**config.mk**
```make
export PLATFORM = sky130hd
export DESIGN_NAME = pswap_stash_flat
export DESIGN_NICKNAME = d
export VERILOG_FILES = /design/src/rtl/pswap_stash_if.sv /design/src/rtl/pswap_stash.sv /design/src/flat_wrapper.sv
export SDC_FILE = /design/constraint.sdc
export NUM_CORES = 1
export LEC_CHECK = 0
export ABC_AREA = 1
export CAP_MARGIN = 30
export CORE_MARGIN = 3
export CORE_UTILIZATION = 50
export DETAILED_ROUTE_END_ITERATION = 12
export PLACE_DENSITY = 0.8
export SLEW_MARGIN = 10
export SYNTH_ARGS = -nofsm -noshare
export SYNTH_HDL_FRONTEND = slang
export SYNTH_SLANG_ARGS = --single-unit
```
**constraint.sdc**
```tcl
create_clock -name clk_in -period 5.4 [get_ports clk_in]
set_input_delay 1.35 -clock clk_in [delete_from_list [all_inputs] [get_ports clk_in]]
set_output_delay 1.35 -clock clk_in [all_outputs]
set_load 0.03 [all_outputs]
```
**src/rtl/pswap_stash_if.sv**
```systemverilog
// Handshake bundle for pswap_stash: forward and backward token channels plus
// the stash occupancy. The master drives tokens in, the slave is the stash.
interface pswap_stash_if #(
  parameter int WIDTH = 3,
  parameter int DEPTH = 4
);
  logic                     fvalid_in;
  logic                     fcontrol;
  logic [WIDTH-1:0]         fin;
  logic                     fready_out;
  logic [WIDTH-1:0]         fout;
  logic                     fvalid_out;

  logic                     bvalid_in;
  logic [WIDTH-1:0]         bin;
  logic                     bready_out;
  logic [WIDTH-1:0]         bout;
  logic                     bcontrol;
  logic                     bvalid_out;

  logic [$clog2(DEPTH):0]   count_out;

  modport master (
    output fvalid_in, fcontrol, fin, bvalid_in, bin,
    input  fready_out, fout, fvalid_out, bready_out, bout, bcontrol,
           bvalid_out, count_out
  );

  modport slave (
    input  fvalid_in, fcontrol, fin, bvalid_in, bin,
    output fready_out, fout, fvalid_out, bready_out, bout, bcontrol,
           bvalid_out, count_out
  );
endinterface

```
**src/rtl/pswap_stash.sv**
```systemverilog
// pswap_stash: forward tokens are optionally bit-reversed under a per-token
// control bit, which is stashed in a FIFO; backward tokens pop that control
// and apply the same (self-inverse) permutation. One-cycle latency each way.
// Optional build macro PSWAP_STASH_STATS_EN adds swap_count_out, a saturating
// count of forward accepts that requested a swap.
module pswap_stash #(
  parameter int WIDTH = 3,
  parameter int DEPTH = 4
) (
  input  logic              clk_in,
  input  logic              rst_in,
  pswap_stash_if.slave      bus
`ifdef PSWAP_STASH_STATS_EN
  ,
  output logic [15:0]       swap_count_out
`endif
);

  localparam int PTR_W = $clog2(DEPTH);
  localparam int CNT_W = PTR_W + 1;

  // Bit-reverse x when c is set; identity otherwise.
  function automatic logic [WIDTH-1:0] perm(input logic [WIDTH-1:0] x,
                                            input logic             c);
    logic [WIDTH-1:0] r;
    for (int i = 0; i < WIDTH; i++) r[i] = x[WIDTH-1-i];
    return c ? r : x;
  endfunction

  logic [CNT_W-1:0] count_q, count_d;
  logic [PTR_W-1:0] wr_ptr_q, wr_ptr_d;
  logic [PTR_W-1:0] rd_ptr_q, rd_ptr_d;
  logic             stash_q [DEPTH];
  logic [WIDTH-1:0] fout_q, bout_q;
  logic             bcontrol_q, fvalid_q, bvalid_q;

  logic fready, bready, push, pop, head;

  // Readies depend only on registered occupancy, so a pop at full never frees
  // a slot for a push in the same cycle.
  assign fready = (count_q < CNT_W'(DEPTH));
  assign bready = (count_q != '0);
  assign push   = bus.fvalid_in & fready;
  assign pop    = bus.bvalid_in & bready;
  assign head   = stash_q[rd_ptr_q];

  // Next-state for occupancy and wrapping pointers.
  always_comb begin
    // NOTE: every always_comb output gets a default first so no path leaves it unassigned (no latch).
    count_d  = count_q;
    wr_ptr_d = wr_ptr_q;
    rd_ptr_d = rd_ptr_q;
    if (push) wr_ptr_d = wr_ptr_q + PTR_W'(1);
    if (pop)  rd_ptr_d = rd_ptr_q + PTR_W'(1);
    case ({push, pop})
      2'b10:   count_d = count_q + CNT_W'(1);
      2'b01:   count_d = count_q - CNT_W'(1);
      default: count_d = count_q;
    endcase
  end

  // Control state and registered results, synchronous reset.
  always_ff @(posedge clk_in) begin
    // NOTE: sequential state uses non-blocking assignments so every register samples pre-edge values.
    if (rst_in) begin
      count_q    <= '0;
      wr_ptr_q   <= '0;
      rd_ptr_q   <= '0;
      fout_q     <= '0;
      bout_q     <= '0;
      bcontrol_q <= 1'b0;
      fvalid_q   <= 1'b0;
      bvalid_q   <= 1'b0;
    end else begin
      count_q  <= count_d;
      wr_ptr_q <= wr_ptr_d;
      rd_ptr_q <= rd_ptr_d;
      fvalid_q <= push;
      bvalid_q <= pop;
      if (push) fout_q <= perm(bus.fin, bus.fcontrol);
      if (pop) begin
        bout_q     <= perm(bus.bin, head);
        bcontrol_q <= head;
      end
    end
  end

  // Stash storage write port.
  always_ff @(posedge clk_in) begin
    // NOTE: stash storage is not reset; entries are only read after being written, and the pointers are reset.
    if (push) stash_q[wr_ptr_q] <= bus.fcontrol;
  end

  assign bus.fready_out = fready;
  assign bus.bready_out = bready;
  assign bus.fout       = fout_q;
  assign bus.fvalid_out = fvalid_q;
  assign bus.bout       = bout_q;
  assign bus.bcontrol   = bcontrol_q;
  assign bus.bvalid_out = bvalid_q;
  assign bus.count_out  = count_q;

`ifdef PSWAP_STASH_STATS_EN
  logic [15:0] swap_count_q;

  // Saturating count of accepted forward tokens that requested a swap.
  always_ff @(posedge clk_in) begin
    if (rst_in)
      swap_count_q <= '0;
    else if (push && bus.fcontrol && (swap_count_q != 16'hFFFF))
      swap_count_q <= swap_count_q + 16'd1;
  end

  assign swap_count_out = swap_count_q;
`endif

endmodule

```
**src/flat_wrapper.sv**
```systemverilog
// flat-port wrapper written by rule: the top's interface ports become plain ports
module pswap_stash_flat 
#(
  parameter int WIDTH = 3,
  parameter int DEPTH = 4
)
  (clk_in, rst_in, bus_fvalid_in, bus_fcontrol, bus_fin, bus_bvalid_in, bus_bin, bus_fready_out, bus_fout, bus_fvalid_out, bus_bready_out, bus_bout, bus_bcontrol, bus_bvalid_out, bus_count_out);
  pswap_stash_if #(.WIDTH(WIDTH), .DEPTH(DEPTH)) bus_i ();
  input  logic clk_in;
  input  logic rst_in;
  input wire logic [$bits(bus_i.fvalid_in)-1:0] bus_fvalid_in;
  input wire logic [$bits(bus_i.fcontrol)-1:0] bus_fcontrol;
  input wire logic [$bits(bus_i.fin)-1:0] bus_fin;
  input wire logic [$bits(bus_i.bvalid_in)-1:0] bus_bvalid_in;
  input wire logic [$bits(bus_i.bin)-1:0] bus_bin;
  output wire logic [$bits(bus_i.fready_out)-1:0] bus_fready_out;
  output wire logic [$bits(bus_i.fout)-1:0] bus_fout;
  output wire logic [$bits(bus_i.fvalid_out)-1:0] bus_fvalid_out;
  output wire logic [$bits(bus_i.bready_out)-1:0] bus_bready_out;
  output wire logic [$bits(bus_i.bout)-1:0] bus_bout;
  output wire logic [$bits(bus_i.bcontrol)-1:0] bus_bcontrol;
  output wire logic [$bits(bus_i.bvalid_out)-1:0] bus_bvalid_out;
  output wire logic [$bits(bus_i.count_out)-1:0] bus_count_out;
  assign bus_i.fvalid_in = bus_fvalid_in;
  assign bus_i.fcontrol = bus_fcontrol;
  assign bus_i.fin = bus_fin;
  assign bus_i.bvalid_in = bus_bvalid_in;
  assign bus_i.bin = bus_bin;
  assign bus_fready_out = bus_i.fready_out;
  assign bus_fout = bus_i.fout;
  assign bus_fvalid_out = bus_i.fvalid_out;
  assign bus_bready_out = bus_i.bready_out;
  assign bus_bout = bus_i.bout;
  assign bus_bcontrol = bus_i.bcontrol;
  assign bus_bvalid_out = bus_i.bvalid_out;
  assign bus_count_out = bus_i.count_out;
  pswap_stash #(.WIDTH(WIDTH), .DEPTH(DEPTH)) u_core (.clk_in(clk_in), .rst_in(rst_in), .bus(bus_i));
endmodule
```
Word level (Yosys, flattened, before mapping)

Memory sizes are Yosys's and may differ from the RTL's. A register that Yosys moved wholly into a read port is not among the register bits.
Index checks and enable logic that the tools add are counted.

$add $sub $neg: 4
$lt $le $gt $ge: 1
Eq/ne operators: 2
Mux-type cells: 7
Bitwise gates (word level): 2
Reduce and logical (&&, ||, !) cells: 2

Operators with widths:

| kind                                                                   | number |
|---|---|
| 3-bit two-way mux                                                      | 2 |
| 3-bit case mux with 2 select lines                                     | 1 |
| 2-bit by 1-bit adder with 2-bit output (second input constant)         | 2 |
| 2-bit two-way mux                                                      | 2 |
| 3-bit by 1-bit adder with 3-bit output (second input constant)         | 1 |
| 3-bit < comparator (second input constant)                             | 1 |
| 3-bit nonzero test                                                     | 1 |
| 3-bit by 1-bit subtractor with 3-bit output (second input constant)    | 1 |
| 1-bit bitwise AND                                                      | 2 |
| 2-bit by 1-bit equality test with 1-bit output (second input constant) | 1 |
| 2-bit equality test (second input constant)                            | 1 |
| 1-bit two-way mux                                                      | 2 |
| 2-bit nonzero test                                                     | 1 |

Register bits after elaboration: 16
RAM bits: 4
Bits of input ports: 11
Output and inout bits: 14
Memories: 1

Memory list:

| memory         | words | bits a word | rd ports | clocked after Yosys merged registers in | wr ports | line              | RTL |
|---|---|---|---|---|---|---|---|
| u_core.stash_q | 4     | 1           | 1        | 1                                       | 1        | pswap_stash.sv:33 | `logic stash_q [DEPTH];` |

Logic depth before layout (Yosys ltp)

Depth after elaboration: 4
Gate-level depth with buffers: 13
Mapped depth without buffers: 12

Worst setup path before layout

OpenSTA, ideal clock, no wires.

Path kind: in2reg
Start point: input port bus_fvalid_in
End point: register u_core.count_q[2], in the netlist u_core.bus.count_out[2]
Library setup time: 0.070 ns
Arrival: 2.600 ns
Slack: 2.730 ns
Cell stages on the path: 12
Path buffers: 1
Cell sequence: inv_1 -> nor2_1 -> inv_1 -> buf_6 -> ha_1 -> inv_1 -> fa_1 -> nor2_1 -> nor2_1 -> nand2_1 -> o21ai_0 -> a21oi_1

Cells in the longest elaborated chain, start to end: 3

RTL lines:

| item                                                                                         | line               | RTL |
|---|---|---|
| from (decl)                                                                                  | flat_wrapper.sv:11 | `input wire logic [$bits(bus_i.fvalid_in)-1:0] bus_fvalid_in;` |
| 1-bit bitwise AND *                                                                          | pswap_stash.sv:43  | `assign push = bus.fvalid_in & fready;` |
| 2-bit by 1-bit equality test with 1-bit output / 2-bit equality test (equally long branches) | pswap_stash.sv:55  | `case ({push, pop})` |
| 3-bit case mux with 2 select lines / 2-bit nonzero test (equally long branches)              | --                 |  |
| to (signal assigned)                                                                         | pswap_stash.sv:75  | `count_q <= count_d;` |
| to (decl)                                                                                    | pswap_stash.sv:30  | `logic [CNT_W-1:0] count_q, count_d;` |

Mark *: on every way between the ends. The rest lies on a longest branch, timed or not.
A chain may end at the register's enable or synchronous reset.

Worst setup path after layout

Same ends and word-level chain as after synthesis.

==> metrics.md <==
| Metric | Value |
|---|---|
| Worst-path cell chain | clkdlybuf4s50_1, inv_1, nor2_1, inv_1, ha_1, inv_1, fa_1, nor2_1, nor2_1, nand2_1, o21ai_0, a21oi_1 |
| Hold Crit Depth | 2 |
| P_leak | ~0.00054 uW |
| Yosys reg bits | 22 |
| Setup repair after global routing missed its margin | no |
| Cts repair resizes | 0 |
| Startpoint Class | input pin |
| Place WS | between 2 and 2.5 ns |
| Finished Cell Area | around 1200 sq um |
| Final setup viols | 0 |
| Final min period | just over 3 ns |
| Initial DRC count | 19 |
| Pins Over Slew Limit | 0 |
| Worst Setup SP | bus_fvalid_in |
| Part of the cycle the worst path needs | 0.559 |
| Skew final | just under 0.009 ns |
| Most frequent cells in the layout | 24 x clkdlybuf4s50_1, 18 x dfxtp_1, 16 x inv_1, 16 x nor2_1, 15 x nand2_1 |
| Max stage delay on crit path | 0.40 ns |
| Vias per inst | 4.89 |
| Req. time, crit path | approximately 5.6 ns |
| DRT antenna net count | 0 |
| Most common cell after layout, fill and taps aside | clkdlybuf4s50_1 |
| Worst setup path class | input pin to register |
| Via count | 811 |
| Clock Path Buffers | 2 |
| Vias in the first global route | a little under 800 |
| CP max FO | 13 |
| Netlist cell types | 20 |
| R2R Path End | u_core.bus.count_out[2] |
| Layout cells sized above 1 | 0.0709 |
| PnR worst setup slack | 2.38 ns |
| Hold_ws | slightly above 0.5 ns |
| Number of placement rows | 15 |
| TNS Setup | 0 ns |
| GRT Residual Overflow | 0 |
| Slew margin rel. | 0.767 |
| CP max-delay cell | clkdlybuf4s50_1 |
| Largest area contributor in the netlist | dfxtp_1 |
| Top-area cell type share of the netlist area | 0.367 |
| Mapped Cells | around 120 |
| Total wire length | 1.85 mm |
| Worst Path Arrival | ~3.3 ns |
| HPWL after DPL | around 1.4 mm |
| Sequential share of the synthesized area | 0.490 |
| Synthesized Nets | about 130 |
| DR DRC count | 0 |
| Worst R2R Start | u_core.bus.count_out[2] |
| Worst-case reg-to-reg path depth | 10 |
| Die area | between 2000 and 3000 sq um |
| DP Area | approximately 1200 sq um |
| CTS tree | done |
| Syn Area/Cell | ~8.5 sq um |
| TritonCTS buffer count | 3 |
| Maximum vdd drop | between 0.0003 and 0.0004 V |
| Clock slew at reported path FFs | roughly 0.11 ns |
| Post-CTS Hold Buffers | 0 |
| Initial core utilization | 0.550 |
| All-Layer GR Usage | 0.165 |
| Number of port buffers | 24 |
| N_diodes | 0 |
| Power density over the cells | between 400 and 500 nW/um^2 |
| Die span in y | around 50 um |
| Die width | a little over 50 um |
| Hold path start | u_core.bus.bout[1] |
| Yosys Warn Count | 0 |
| Sink Count | 22 |
| Hold crit path type | register to register |
| H-tree depth | 1 |
| Pwr Total | a little over 600 uW |
| First-pass GRT wire length | approximately 3.2 mm |
| Placer Congestion | between 0.6 and 0.7 |
| Fmax | around 0.33 GHz |
| Reg2reg setup slack | roughly 3.5 ns |
| Worst Hold Endpoint | u_core.bus.bout[1] |
| Largest net degree at the start of global routing | 14 |
| First-pass detailed-route iteration total | 4 |
| Post-CTS setup buffers | 0 |
| Fin. Hold Viols | 0 |
| Worst skew pair latency | roughly 0.31 ns |
| # IOs | 25 |
| Synth area leaders | dfxtp_1 37%, edfxtp_1 12%, a21oi_1 6.6% |
| CP endpoint kind | register |
| Initial antenna violation count | 0 |
| Root cell of the clock tree | clkbuf_4 |
| CORE AREA | ~1800 sq um |
| Worst Tran Pin Value | 0.350 ns |
| Mapped Area | just under 1000 sq um |
| Routed wire per std cell | 11.1 um |
| Status | finished, final reports clean |
| Nets | roughly 160 |
| Area Overhead vs Synth | 27.3% |
| Maxcap violations | 0 |
[stage by stage]
step | cells | util
4_1_cts | 166 | 0.700
2_1_floorplan | 116 | -
6_report | 166 | 0.700
3_5_place_dp | 162 | 0.686
5_1_grt | 166 | 0.700
3_3_place_gp | 162 | 0.686
[routing by layer]
metal | routed length, um | up-vias | track usage
met5 | 0 | - | 0
met4 | 36 | 0 | 0.0807
met3 | 99 | 4 | 0.0415
met2 | 824 | 23 | 0.259
met1 | 887 | 366 | 0.212
li1 | - | 418 | -
[cell type report]
type | instances | area [sq um]
tap | 25 | 31.3
sequential | 22 | 480
inverter | 20 | 77.6
fill | 149 | 534
clock buffer | 4 | 26.3
timing repair buffer | 24 | 240
multi-input combinational | 71 | 393
[where the power goes]
| group | internal [uW] | switching, uW | total, uW |
|---|---|---|---|
| combinational | 114 | 183 | 297 |
| clock | 28.8 | 47.1 | 75.9 |
| sequential | 207 | 25.2 | 232 |
[synthesized netlist by cell type]
cell type   n
a21oi_1    13
buf_6       1
buf_8       1
clkbuf_1    1
dfxtp_1    18
edfxtp_1    4
fa_1        1
ha_1        5
inv_1      16
inv_2       3
inv_4       1
nand2_1    15
nand2_4     1
nand3_1     6
nand3_4     1
nor2_1     16
nor2_2      1
o21ai_0    10
o21ai_1     1
xor2_1      1
[worst max-delay path, delay by kind of cell]
kind                       cells  cell delay (ns)
and+or+nand+nor                4             0.31
adders and majority gates      2             0.60
AOI/OAI and AO/OA              2             0.21
buffers and inverters          4             0.80
[cells by family (layout without fill, tap and decap cells)]
| logic type | Yosys count | in the layout | synth area share |
|---|---|---|---|
| buffers and inverters | 23 | 48 | 0.110 |
| adders and majority gates | 6 | 6 | 0.0842 |
| and+or+nand+nor | 40 | 40 | 0.185 |
| AOI/OAI and AO/OA | 24 | 24 | 0.122 |
| DFF | 22 | 22 | 0.490 |
| xor gates and xnor gates | 1 | 1 | 0.00893 |
[how the worst max path moves through the flow]
stage,endpoint,cells after the start
after floorplan,u_core.bus.count_out[2],12
after global placement,u_core.bus.count_out[2],12
after detailed placement,u_core.bus.count_out[2],12
after CTS,u_core.bus.count_out[2],12
after global routing,u_core.bus.count_out[2],12
final,u_core.bus.count_out[2],12
[sequential cells by signal, indices dropped and copies added, names as in the netlist, named ones only]
| signal | cells |
|---|---|
| u_core.stash_q | 4 |
| u_core.bus.bout | 3 |
| u_core.bus.count_out | 3 |
| u_core.bus.fout | 3 |
| u_core.rd_ptr_q | 2 |
| u_core.wr_ptr_q | 2 |
| u_core.bus.bcontrol | 1 |
| u_core.bus.bvalid_out | 1 |
| u_core.bus.fvalid_out | 1 |
Power figures use the tool's default switching activity.
